[src/rtl/period_meter_pkg.sv]
// Shared types and defaults for the period meter.
package period_meter_pkg;

  localparam int DEF_CNT_W = 26;
  localparam int CLK_HZ    = 50_000_000;

  // One second of clk_50mhz cycles: the longest a measurement may take.
  localparam logic [DEF_CNT_W-1:0] DEF_TIMEOUT = DEF_CNT_W'(CLK_HZ);

  typedef enum logic [1:0] {
    IDLE      = 2'd0,
    WAIT_RISE = 2'd1,
    MEAS_HIGH = 2'd2,
    MEAS_LOW  = 2'd3
  } state_t;

endpackage

[src/rtl/period_meter_sync_edge.sv]
// Multi-stage synchroniser for an asynchronous input plus rise/fall detection.
// Both edges see the same latency, so differences between edge times are exact.
module sync_edge #(
  parameter int unsigned SYNC_STAGES = 2
) (
  input  logic clk_50mhz,
  input  logic rst,
  input  logic sig_in,
  output logic level,
  output logic rise,
  output logic fall
);

  logic [SYNC_STAGES-1:0] sync_q;
  logic                   s_d;

  // Shift the raw input through the synchroniser chain and keep one delayed copy.
  always_ff @(posedge clk_50mhz or posedge rst) begin
    if (rst) begin
      sync_q <= '0;
      s_d    <= 1'b0;
    end else begin
      sync_q <= {sync_q[SYNC_STAGES-2:0], sig_in};
      s_d    <= sync_q[SYNC_STAGES-1];
    end
  end

  // Edge pulses are one clock wide and mutually exclusive.
  always_comb begin
    level = sync_q[SYNC_STAGES-1];
    rise  = level & ~s_d;
    fall  = ~level & s_d;
  end

endmodule

[src/rtl/period_meter.sv]
// Measures one period and the high time of a slow asynchronous square wave.
//
//   state     | meaning
//   ----------+-------------------------------------------------------------
//   IDLE      | no measurement running; waits for start
//   WAIT_RISE | armed; waits for the first synchronised rising edge
//   MEAS_HIGH | counting the high phase; fall latches the high time
//   MEAS_LOW  | counting the low phase; next rise completes the measurement
//
// tcnt runs in every non-IDLE state and bounds the whole measurement. A
// completing rise in the final allowed cycle still counts as a result.
module period_meter
  import period_meter_pkg::*;
#(
  parameter int unsigned      CNT_W       = DEF_CNT_W,
  parameter logic [CNT_W-1:0] TIMEOUT     = DEF_TIMEOUT,
  parameter int unsigned      SYNC_STAGES = 2
) (
  input  logic             clk_50mhz,
  input  logic             rst,
  input  logic             sig_in,
  input  logic             start,
  output logic [CNT_W-1:0] period,
  output logic [CNT_W-1:0] high_time,
  output logic             valid,
  output logic             busy,
  output logic             timeout
);

  localparam logic [CNT_W-1:0] TC_LAST = TIMEOUT - 1'b1;

  state_t           state_q, state_nxt;
  logic [CNT_W-1:0] pcnt_q, pcnt_nxt;
  logic [CNT_W-1:0] tcnt_q, tcnt_nxt;
  logic [CNT_W-1:0] hi_tmp_q, hi_tmp_nxt;
  logic [CNT_W-1:0] period_q, period_nxt;
  logic [CNT_W-1:0] high_q, high_nxt;
  logic             valid_q, valid_nxt;
  logic             timeout_q, timeout_nxt;
  logic             to_evt_q, to_evt_nxt;
  logic             tc_hit;

  logic sig_rise;
  logic sig_fall;
  logic sig_level_unused;

  // Level is not needed: all timing comes from the edge pulses.
  sync_edge #(
    .SYNC_STAGES(SYNC_STAGES)
  ) u_sync_edge (
    .clk_50mhz(clk_50mhz),
    .rst      (rst),
    .sig_in   (sig_in),
    .level    (sig_level_unused),
    .rise     (sig_rise),
    .fall     (sig_fall)
  );

  // State, counters and result registers.
  always_ff @(posedge clk_50mhz or posedge rst) begin
    if (rst) begin
      state_q   <= IDLE;
      pcnt_q    <= '0;
      tcnt_q    <= '0;
      hi_tmp_q  <= '0;
      period_q  <= '0;
      high_q    <= '0;
      valid_q   <= 1'b0;
      timeout_q <= 1'b0;
      to_evt_q  <= 1'b0;
    end else begin
      state_q   <= state_nxt;
      pcnt_q    <= pcnt_nxt;
      tcnt_q    <= tcnt_nxt;
      hi_tmp_q  <= hi_tmp_nxt;
      period_q  <= period_nxt;
      high_q    <= high_nxt;
      valid_q   <= valid_nxt;
      timeout_q <= timeout_nxt;
      to_evt_q  <= to_evt_nxt;
    end
  end

  // Next-state and datapath decisions; holds everything unless a state acts.
  always_comb begin
    state_nxt   = state_q;
    pcnt_nxt    = pcnt_q;
    tcnt_nxt    = tcnt_q;
    hi_tmp_nxt  = hi_tmp_q;
    period_nxt  = period_q;
    high_nxt    = high_q;
    valid_nxt   = 1'b0;
    timeout_nxt = timeout_q;
    to_evt_nxt  = 1'b0;
    tc_hit      = (tcnt_q == TC_LAST);

    case (state_q)
      IDLE: begin
        // The cycle showing valid or a fresh timeout does not accept start.
        if (start && !valid_q && !to_evt_q) begin
          state_nxt   = WAIT_RISE;
          tcnt_nxt    = '0;
          timeout_nxt = 1'b0;
        end
      end

      WAIT_RISE: begin
        tcnt_nxt = tcnt_q + 1'b1;
        if (tc_hit) begin
          state_nxt   = IDLE;
          timeout_nxt = 1'b1;
          to_evt_nxt  = 1'b1;
        end else if (sig_rise) begin
          state_nxt = MEAS_HIGH;
          pcnt_nxt  = CNT_W'(1);
        end
      end

      MEAS_HIGH: begin
        tcnt_nxt = tcnt_q + 1'b1;
        pcnt_nxt = pcnt_q + 1'b1;
        if (tc_hit) begin
          state_nxt   = IDLE;
          timeout_nxt = 1'b1;
          to_evt_nxt  = 1'b1;
        end else if (sig_fall) begin
          hi_tmp_nxt = pcnt_q;
          state_nxt  = MEAS_LOW;
        end
      end

      MEAS_LOW: begin
        tcnt_nxt = tcnt_q + 1'b1;
        pcnt_nxt = pcnt_q + 1'b1;
        // A completing rise outranks the final timeout cycle.
        if (sig_rise) begin
          period_nxt = pcnt_q;
          high_nxt   = hi_tmp_q;
          valid_nxt  = 1'b1;
          state_nxt  = IDLE;
        end else if (tc_hit) begin
          state_nxt   = IDLE;
          timeout_nxt = 1'b1;
          to_evt_nxt  = 1'b1;
        end
      end

      default: state_nxt = IDLE;
    endcase
  end

  // Busy follows the state register so it drops in the valid/timeout cycle.
  always_comb begin
    busy      = (state_q != IDLE);
    period    = period_q;
    high_time = high_q;
    valid     = valid_q;
    timeout   = timeout_q;
  end

endmodule
[config.mk]
export PLATFORM = sky130hd
export DESIGN_NAME = period_meter
export DESIGN_NICKNAME = d
export VERILOG_FILES = /design/src/rtl/period_meter_pkg.sv /design/src/rtl/period_meter_sync_edge.sv /design/src/rtl/period_meter.sv
export SDC_FILE = /design/constraint.sdc
export NUM_CORES = 1
export LEC_CHECK = 0
export CORE_UTILIZATION = 60
export DETAILED_ROUTE_END_ITERATION = 10
export PLACE_DENSITY = 0.83
export SLEW_MARGIN = 20
export SYNTH_ARGS = -nofsm -noshare
export SYNTH_HDL_FRONTEND = slang
export SYNTH_SLANG_ARGS = --single-unit
export TNS_END_PERCENT = 10
[constraint.sdc]
create_clock -name clk_50mhz -period 14.09 [get_ports clk_50mhz]
set_input_delay 4.227 -clock clk_50mhz [delete_from_list [all_inputs] [get_ports clk_50mhz]]
set_output_delay 4.227 -clock clk_50mhz [all_outputs]
set_load 0.005 [all_outputs]
==> results of run 1 <==
==> state kept, by name, indices dropped and copies added, names as in the netlist <==
name                count
hi_tmp_q               26
high_time              26
pcnt_q                 26
period                 26
tcnt_q                 26
state_q                 2
u_sync_edge.sync_q      2
timeout                 1
to_evt_q                1
u_sync_edge.s_d         1
valid                   1
==> through the flow <==
step | worst slack (ns) | power (mW)
3_5_place_dp | 7.559 | 0.6449
6_report | 7.980 | 1.049
4_1_cts | 7.963 | 1.052
2_1_floorplan | 6.167 | 0.5828
3_3_place_gp | 7.648 | 0.6333
5_1_grt | 7.916 | 1.097
==> Yosys cell counts, drive strengths merged, types with 2 or more instances <==
master  count  share of area
dfrtp     138           0.56
nand2     113          0.069
mux2       49          0.089
o21ai      42          0.034
nor2       32          0.019
nand3      22          0.019
clkbuf     20          0.012
nand4      20          0.025
a21oi      18          0.016
o31ai      18          0.024
xor2       11          0.016
a31oi       8         0.0081
inv         8         0.0049
nor3        8         0.0083
buf         7         0.0065
ha          7          0.014
or3         7         0.0071
and2        6         0.0061
nand2b      6         0.0061
o41ai       5         0.0071
and3        4         0.0040
a41oi       3         0.0043
and4        3         0.0043
or2         3         0.0030
or4         3         0.0036
nand3b      2         0.0024
nor3b       2         0.0043
nor4        2         0.0055
xnor2       2         0.0028
==> worst max-delay path: cells and delay by family, from the launching register on <==
family	cells	cell delay (ns)
buffers and inverters	3	0.69
flip-flops	1	0.41
adder cells (fa/ha/maj)	1	0.27
==> kinds of logic after synthesis <==
family,after synthesis,synth area share
AND/OR/NAND/NOR,237,0.1931
XOR/XNOR,13,0.01842
multiplexers,50,0.09089
buffers and inverters,35,0.02348
flip-flops,138,0.5587
AO/OA/AOI/OAI,99,0.1012
adder cells (fa/ha/maj),7,0.01417
==> layout make-up <==
type	instances	area, um2	share of cell area
sequential	138	3453	0.4674
inverter	8	35.03	0.004742
multi-input combinational	406	2582	0.3495
tap	133	166.4	0.02252
clock buffer	20	425.4	0.05758
timing repair buffer	63	621.8	0.08417
clock inverter	10	103.9	0.01406
==> how the worst min path moves through the flow <==
stage                     cells past startpoint                               to
final                                         0  u_sync_edge.sync_q[1]$_DFF_PP0_
after floorplan                               0  u_sync_edge.sync_q[1]$_DFF_PP0_
after CTS                                     0  u_sync_edge.sync_q[1]$_DFF_PP0_
after global placement                        0  u_sync_edge.sync_q[1]$_DFF_PP0_
after detailed placement                      0  u_sync_edge.sync_q[1]$_DFF_PP0_
after global routing                          0  u_sync_edge.sync_q[1]$_DFF_PP0_
==> power breakdown <==
group / internal, mW / total, mW / switching [mW]
clock: 0.247 / 0.404 / 0.157
combinational: 0.0756 / 0.206 / 0.130
sequential: 0.417 / 0.439 / 0.0211
total: 0.740 / 1.05 / 0.309
==> per-layer routing <==
metal,GRT usage,vias to the layer above,routed length (um),part of all wire
met2,0.4340,152,6496,0.49
met5,0,-,0,0
li1,-,2159,-,-
met4,0.09534,0,242,0.018
met3,0.07460,27,687,0.052
met1,0.3685,2304,5803,0.44
==> layout by cell type, fill, tap and decap left out, types with 5 or more instances in the layout <==
cell / instances
nand4_1: 17
o41ai_1: 5
nor2_1: 32
mux2_2: 49
a31oi_1: 8
dfrtp_1: 138
clkdlybuf4s50_1: 58
or3_1: 7
nand3_1: 21
clkbuf_16: 16
ha_1: 7
o21ai_0: 42
inv_1: 7
xor2_1: 11
nand2b_1: 6
nor3_1: 7
nand2_1: 113
a21oi_1: 16
o31ai_1: 17
clkinv_2: 7
and2_1: 6
==> PnR_summary.wiki, run 1 <==
{| class="wikitable"
! Metric !! Value
|-
| Setup violators final || 0
|-
| Vias per cell || 5.967
|-
| Smallest hold slack || 0.3566 ns
|-
| Std-Cell Core Area || 9864 um2
|-
| Async S/R FF share, synth || 1.000
|-
| Required arrival time at the worst endpoint || a little under 10 ns
|-
| Fill cell count || 631
|-
| Starting density of the core || 0.6266
|-
| Post-route antenna net violation count || 0
|-
| Run status || completed
|-
| Worst-path clk slew || around 0.06 ns
|-
| Setup repair after global routing missed its margin || no
|-
| Register-to-Register Path Depth || 6
|-
| Launch point of the worst hold path || u_sync_edge.sync_q[0]$_DFF_PP0_
|-
| Clock Skew || approximately 0.0065 ns
|-
| Power density cells || 142.0 nW/um2
|-
| Setup TNS Final || 0 ns
|-
| Layout overhead on the synthesized area || 19.53%
|-
| Unique masters post-synth || 50
|-
| Detailed-route DRC error count || 0
|-
| Mean Syn Cell Area || 10.68 um2
|-
| Slowest library cell on the worst path || clkdlybuf4s50_1
|-
| Via count of the first global-routing pass || roughly 4500
|-
| Worst rel slew slack || 0.3347
|-
| WS Path Type || flip-flop to output port
|-
| Number of instances in the placed design || 748
|-
| Highest clock frequency the design can meet || 163.7 MHz
|-
| CTS tree || done
|-
| Endpoint of the lowest-slack register-to-register path || high_time[17]$_DFFE_PP0P_
|-
| Synthesized netlist cell count || 579
|-
| Total number of nets in the final design || 645
|-
| Crit. Startpoint || state_q[1]$_DFFE_PP0P_
|-
| Resized Gates After CTS || 0
|-
| Endpoint kind of the worst setup timing path || output port
|-
| Clock tree root driver cell || clkbuf_8
|-
| Static Leakage || approximately 3.4 nW
|-
| Height of the die || between 100 and 150 um
|-
| CTS Hold Bufs || 0
|-
| Cts bufs inserted || 17
|-
| Total of buffers placed on input and output ports || 58
|-
| Final Cycle Share || 0.4336
|-
| Seq/Total Area, Yosys || 0.5587
|-
| H-Tree Level Count || 4
|-
| Yosys warnings || 0
|-
| Std-Cell Rows || 36
|-
| Max-slew violation total from the final report || 0
|-
| Total non-filler cell area in the finished layout || 7388 um2
|-
| Number of enable-type register cells in the synthesized netlist || 0
|-
| Number of buffers inserted by post-CTS setup repair || 0
|-
| Share of cells above drive strength 1 || 0.1519
|-
| Mapped Nets || 590
|-
| Worst-Margin Slew || 0.9969 ns
|-
| Ordered cell list for the critical path || inv_1 -> ha_1 -> inv_1 -> clkdlybuf4s50_1
|-
| CP Launch Type || flip-flop
|-
| Crit-path most repeated cell || inv_1
|-
| Worst supply voltage drop on vdd || between 0.1 and 0.15 mV
|-
| Core occupancy in the finished layout || 0.7490
|-
| Initial antenna violation count || 0
|-
| Prevailing post-synth register cell || dfrtp_1
|-
| Post-route non-filler standard cell count || ~780
|-
| Total number of vias || approximately 4600
|-
| DR iter-0 viols || 314
|-
| Area after DPL || 6855 um2
|-
| Crit Path Max Fanout || 5
|-
| First-pass GRT wire length || 22160 um
|-
| Number of sinks driven by the clock tree || 138
|-
| Post-synthesis instance area || 6181 um2
|-
| Setup slack on the worst flop-to-flop path || 11.07 ns
|-
| RePlAce Congestion || 0.8943
|-
| Total GRT Usage || 0.2745
|-
| Endpoint of the most critical setup path || busy
|-
| Routed WL || 13230 um
|-
| Total iterations of the first detailed-routing run || 5
|-
| Largest net degree at the start of global routing || 91
|-
| Number of flip-flops and latches in the synthesized netlist || 138
|-
| Time the final worst path needs with I/O delays and setup || 6.110 ns
|-
| HPWL Detailed || 8367 um
|-
| Antenna Cells || 0
|-
| R2r startpoint || state_q[1]$_DFFE_PP0P_
|-
| Die footprint || 10710 um2
|-
| Worst-case clock buffer depth || 2
|-
| I/O pin count || between 50 and 60
|-
| Die width || 103.5 um
|-
| Type of the tightest min-delay check || flip-flop to flip-flop
|-
| Number of violations of the max-capacitance limit || 0
|-
| Insertion delay to the later sink of the worst-skew pair || 0.53 ns
|-
| Total count of hold-check failures in the final report || 0
|-
| Sum of overflow across all layers after global routing || 0
|-
| Data arrival, critical path || 1.88 ns
|-
| Average detailed-routed wire length per instance || roughly 17 um
|-
| Delay of the slowest critical-path stage || about 0.5 ns
|}
Power figures use the tool's default switching activity.
==> run 2, diff against run 1 <==
CORE_UTILIZATION = 57   (was 60)
PLACE_DENSITY = 0.79   (was 0.83)
clock period = 6.26 ns   (was 14.09 ns; I/O delays follow)
==> run 2 against run 1 <==
  * First-iteration DRC count increased by 6.7%
  * Count of clock-buffer cells in the layout decreased by 3
  * Via count increased by 0.80%
  * Clock power increased to 2.5 times the previous value
  * Sequential share of layout area decreased by 0.52 points
  * Global-route usage decreased by 1.6 points
  * Highest routed layer unchanged
==> PnR_summary.wiki, run 2 (synthesized netlist as in run 1, its figures left out) <==
{| class="wikitable"
! Metric !! Value
|-
| Run status || completed
|-
| Average detailed-routed wire length per instance || ~17 um
|-
| I/O pin count || 59
|-
| Total GRT Usage || 0.2584
|-
| Die footprint || 11260 um2
|-
| Initial antenna violation count || 0
|-
| Routed WL || 13250 um
|-
| Register-to-Register Path Depth || 7
|-
| Detailed-route DRC error count || 0
|-
| Antenna Cells || 0
|-
| Time the final worst path needs with I/O delays and setup || around 3.7 ns
|-
| WS Path Type || flip-flop to output port
|-
| Total number of nets in the final design || 645
|-
| Vias per cell || between 5 and 6
|-
| Height of the die || 106.1 um
|-
| Std-Cell Rows || 37
|-
| Die width || 106.1 um
|-
| Setup TNS Final || 0 ns
|-
| Number of instances in the placed design || about 750
|-
| Final Cycle Share || 0.5990
|-
| Share of total power in the clock network || 0.416
|-
| RePlAce Congestion || 0.8803
|-
| Endpoint of the lowest-slack register-to-register path || hi_tmp_q[5]$_DFFE_PP0P_
|-
| Portion of total power attributed to sequential cells || 0.398
|-
| Fill cell count || roughly 720
|-
| Data arrival, critical path || 1.87 ns
|-
| Clock Skew || 0.009327 ns
|-
| CTS tree || done
|-
| Sum of overflow across all layers after global routing || 0
|-
| Type of the tightest min-delay check || flip-flop to flip-flop
|-
| Post-route antenna net violation count || 0
|-
| Endpoint kind of the worst setup timing path || output port
|-
| Layout overhead on the synthesized area || 20.87%
|-
| Total count of hold-check failures in the final report || 0
|-
| Share of cells above drive strength 1 || 0.1592
|-
| Cts bufs inserted || 17
|-
| DR iter-0 viols || 335
|-
| Total number of vias || roughly 4700
|-
| Setup slack on the worst flop-to-flop path || ~3.8 ns
|-
| Clock tree root driver cell || clkbuf_8
|-
| Worst-case clock buffer depth || 2
|-
| Power density cells || 331.4 nW/um2
|-
| Total iterations of the first detailed-routing run || 5
|-
| Total of buffers placed on input and output ports || 58
|-
| CP Launch Type || flip-flop
|-
| Switching part of the total power || 0.2911
|-
| Internal power consumption || roughly 1.8 mW
|-
| Setup violators final || 0
|-
| Crit. Startpoint || state_q[0]$_DFFE_PP0P_
|-
| Final WS setup || 2.510 ns
|-
| Largest net degree at the start of global routing || between 90 and 100
|-
| Static Leakage || 3.436 nW
|-
| Worst supply voltage drop on vdd || about 0.24 mV
|-
| Required arrival time at the worst endpoint || 4.38 ns
|-
| Placement Setup Slack || 2.023 ns
|-
| Worst-Margin Slew || 1.000 ns
|-
| Crit Path Max Fanout || 5
|-
| Number of sinks driven by the clock tree || around 140
|-
| Number of buffers inserted by post-CTS setup repair || 0
|-
| Number of violations of the max-capacitance limit || 0
|-
| Highest clock frequency the design can meet || 266.7 MHz
|-
| R2r startpoint || tcnt_q[0]$_DFFE_PP0P_
|-
| Most frequent standard cell in the layout excluding fill and tap cells || dfrtp_1
|-
| Switching pwr || a little over 0.7 mW
|-
| Std-Cell Core Area || 10420 um2
|-
| Insertion delay to the later sink of the worst-skew pair || around 0.53 ns
|-
| Setup repair after global routing missed its margin || no
|-
| Highest-count cells in the layout ignoring fill and taps || dfrtp_1, nand2_1, clkdlybuf4s50_1
|-
| Gate power share || 0.186
|-
| CTS Hold Bufs || 0
|-
| Worst-path clk slew || approximately 0.060 ns
|-
| Resized Gates After CTS || 0
|-
| Via count of the first global-routing pass || 4726
|-
| H-Tree Level Count || 4
|-
| Max-slew violation total from the final report || 0
|-
| HPWL Detailed || 8306 um
|-
| Starting density of the core || 0.5934
|-
| First-pass GRT wire length || 22630 um
|-
| Endpoint of the most critical setup path || busy
|-
| Worst rel slew slack || 0.3326
|-
| Post-route non-filler standard cell count || around 800
|}
==> run 2: cell count changes in the layout (fill, tap and decap cells not counted) <==
cell and delta:
clkinv_4 +1, clkinv_2 -3, buf_6 -1, buf_4 +1, bufinv_16 +2, clkbuf_1 -3, inv_6 +2, clkinvlp_4 +3
==> run 2: critical path, stage by stage (launching register included) <==
cell and delay, ns:
dfrtp_1 0.38, inv_1 0.10, ha_1 0.29, inv_1 0.08, clkdlybuf4s50_1 0.49
==> run 2: area by class of cell <==
cell class | count | area, um2 | share of cell area
flip-flops and latches | 138 | 3453 | 0.4622
multi-input cells | 406 | 2582 | 0.3457
inverters | 8 | 35.03 | 0.004689
clock inverters | 15 | 197.7 | 0.02646
well taps | 136 | 170.2 | 0.02278
repair buffers | 63 | 618.1 | 0.08273
clock buffers | 17 | 414.1 | 0.05543
==> run 2: how the worst min path moves through the flow <==
stage,start,end,slack (ns),cells after the start
after floorplan,u_sync_edge.sync_q[0]$_DFF_PP0_,u_sync_edge.sync_q[1]$_DFF_PP0_,0.33,0
after global placement,u_sync_edge.sync_q[0]$_DFF_PP0_,u_sync_edge.sync_q[1]$_DFF_PP0_,0.34,0
after detailed placement,u_sync_edge.sync_q[0]$_DFF_PP0_,u_sync_edge.sync_q[1]$_DFF_PP0_,0.34,0
after CTS,u_sync_edge.sync_q[0]$_DFF_PP0_,u_sync_edge.sync_q[1]$_DFF_PP0_,0.35,0
after global routing,u_sync_edge.sync_q[0]$_DFF_PP0_,u_sync_edge.sync_q[1]$_DFF_PP0_,0.38,0
final,u_sync_edge.sync_q[0]$_DFF_PP0_,u_sync_edge.sync_q[1]$_DFF_PP0_,0.35,0
==> run 2: power by group through the flow <==
stage                     Clock, mW  Combinational, mW  Sequential (mW)
after floorplan                   0              0.325            0.987
after global placement            0              0.430            0.997
after detailed placement          0              0.456             1.00
after CTS                      1.04              0.461            0.985
after global routing           1.08              0.510            0.992
final                          1.03              0.460            0.986
==> run 2: metal layers <==
metal | global-route usage | wire (um) | vias up
met1 | 0.3443 | 5873 | 2347
met5 | 0 | 0 | -
met2 | 0.4063 | 6552 | 140
li1 | - | - | 2166
met3 | 0.04905 | 554 | 26
met4 | 0.1310 | 264 | 0
==> run 2: metrics by stage <==
stage | power (mW) | hold slack [ns] | cell area [um2] | utilization
4_1_cts | 2.491 | 0.3510 | 7471 | 0.7172
2_1_floorplan | 1.312 | 0.3312 | 6181 | -
6_report | 2.476 | 0.3507 | 7471 | 0.7172
5_1_grt | 2.582 | 0.3829 | 7471 | 0.7172
3_5_place_dp | 1.455 | 0.3363 | 6859 | 0.6585
3_3_place_gp | 1.426 | 0.3385 | 6859 | 0.6585
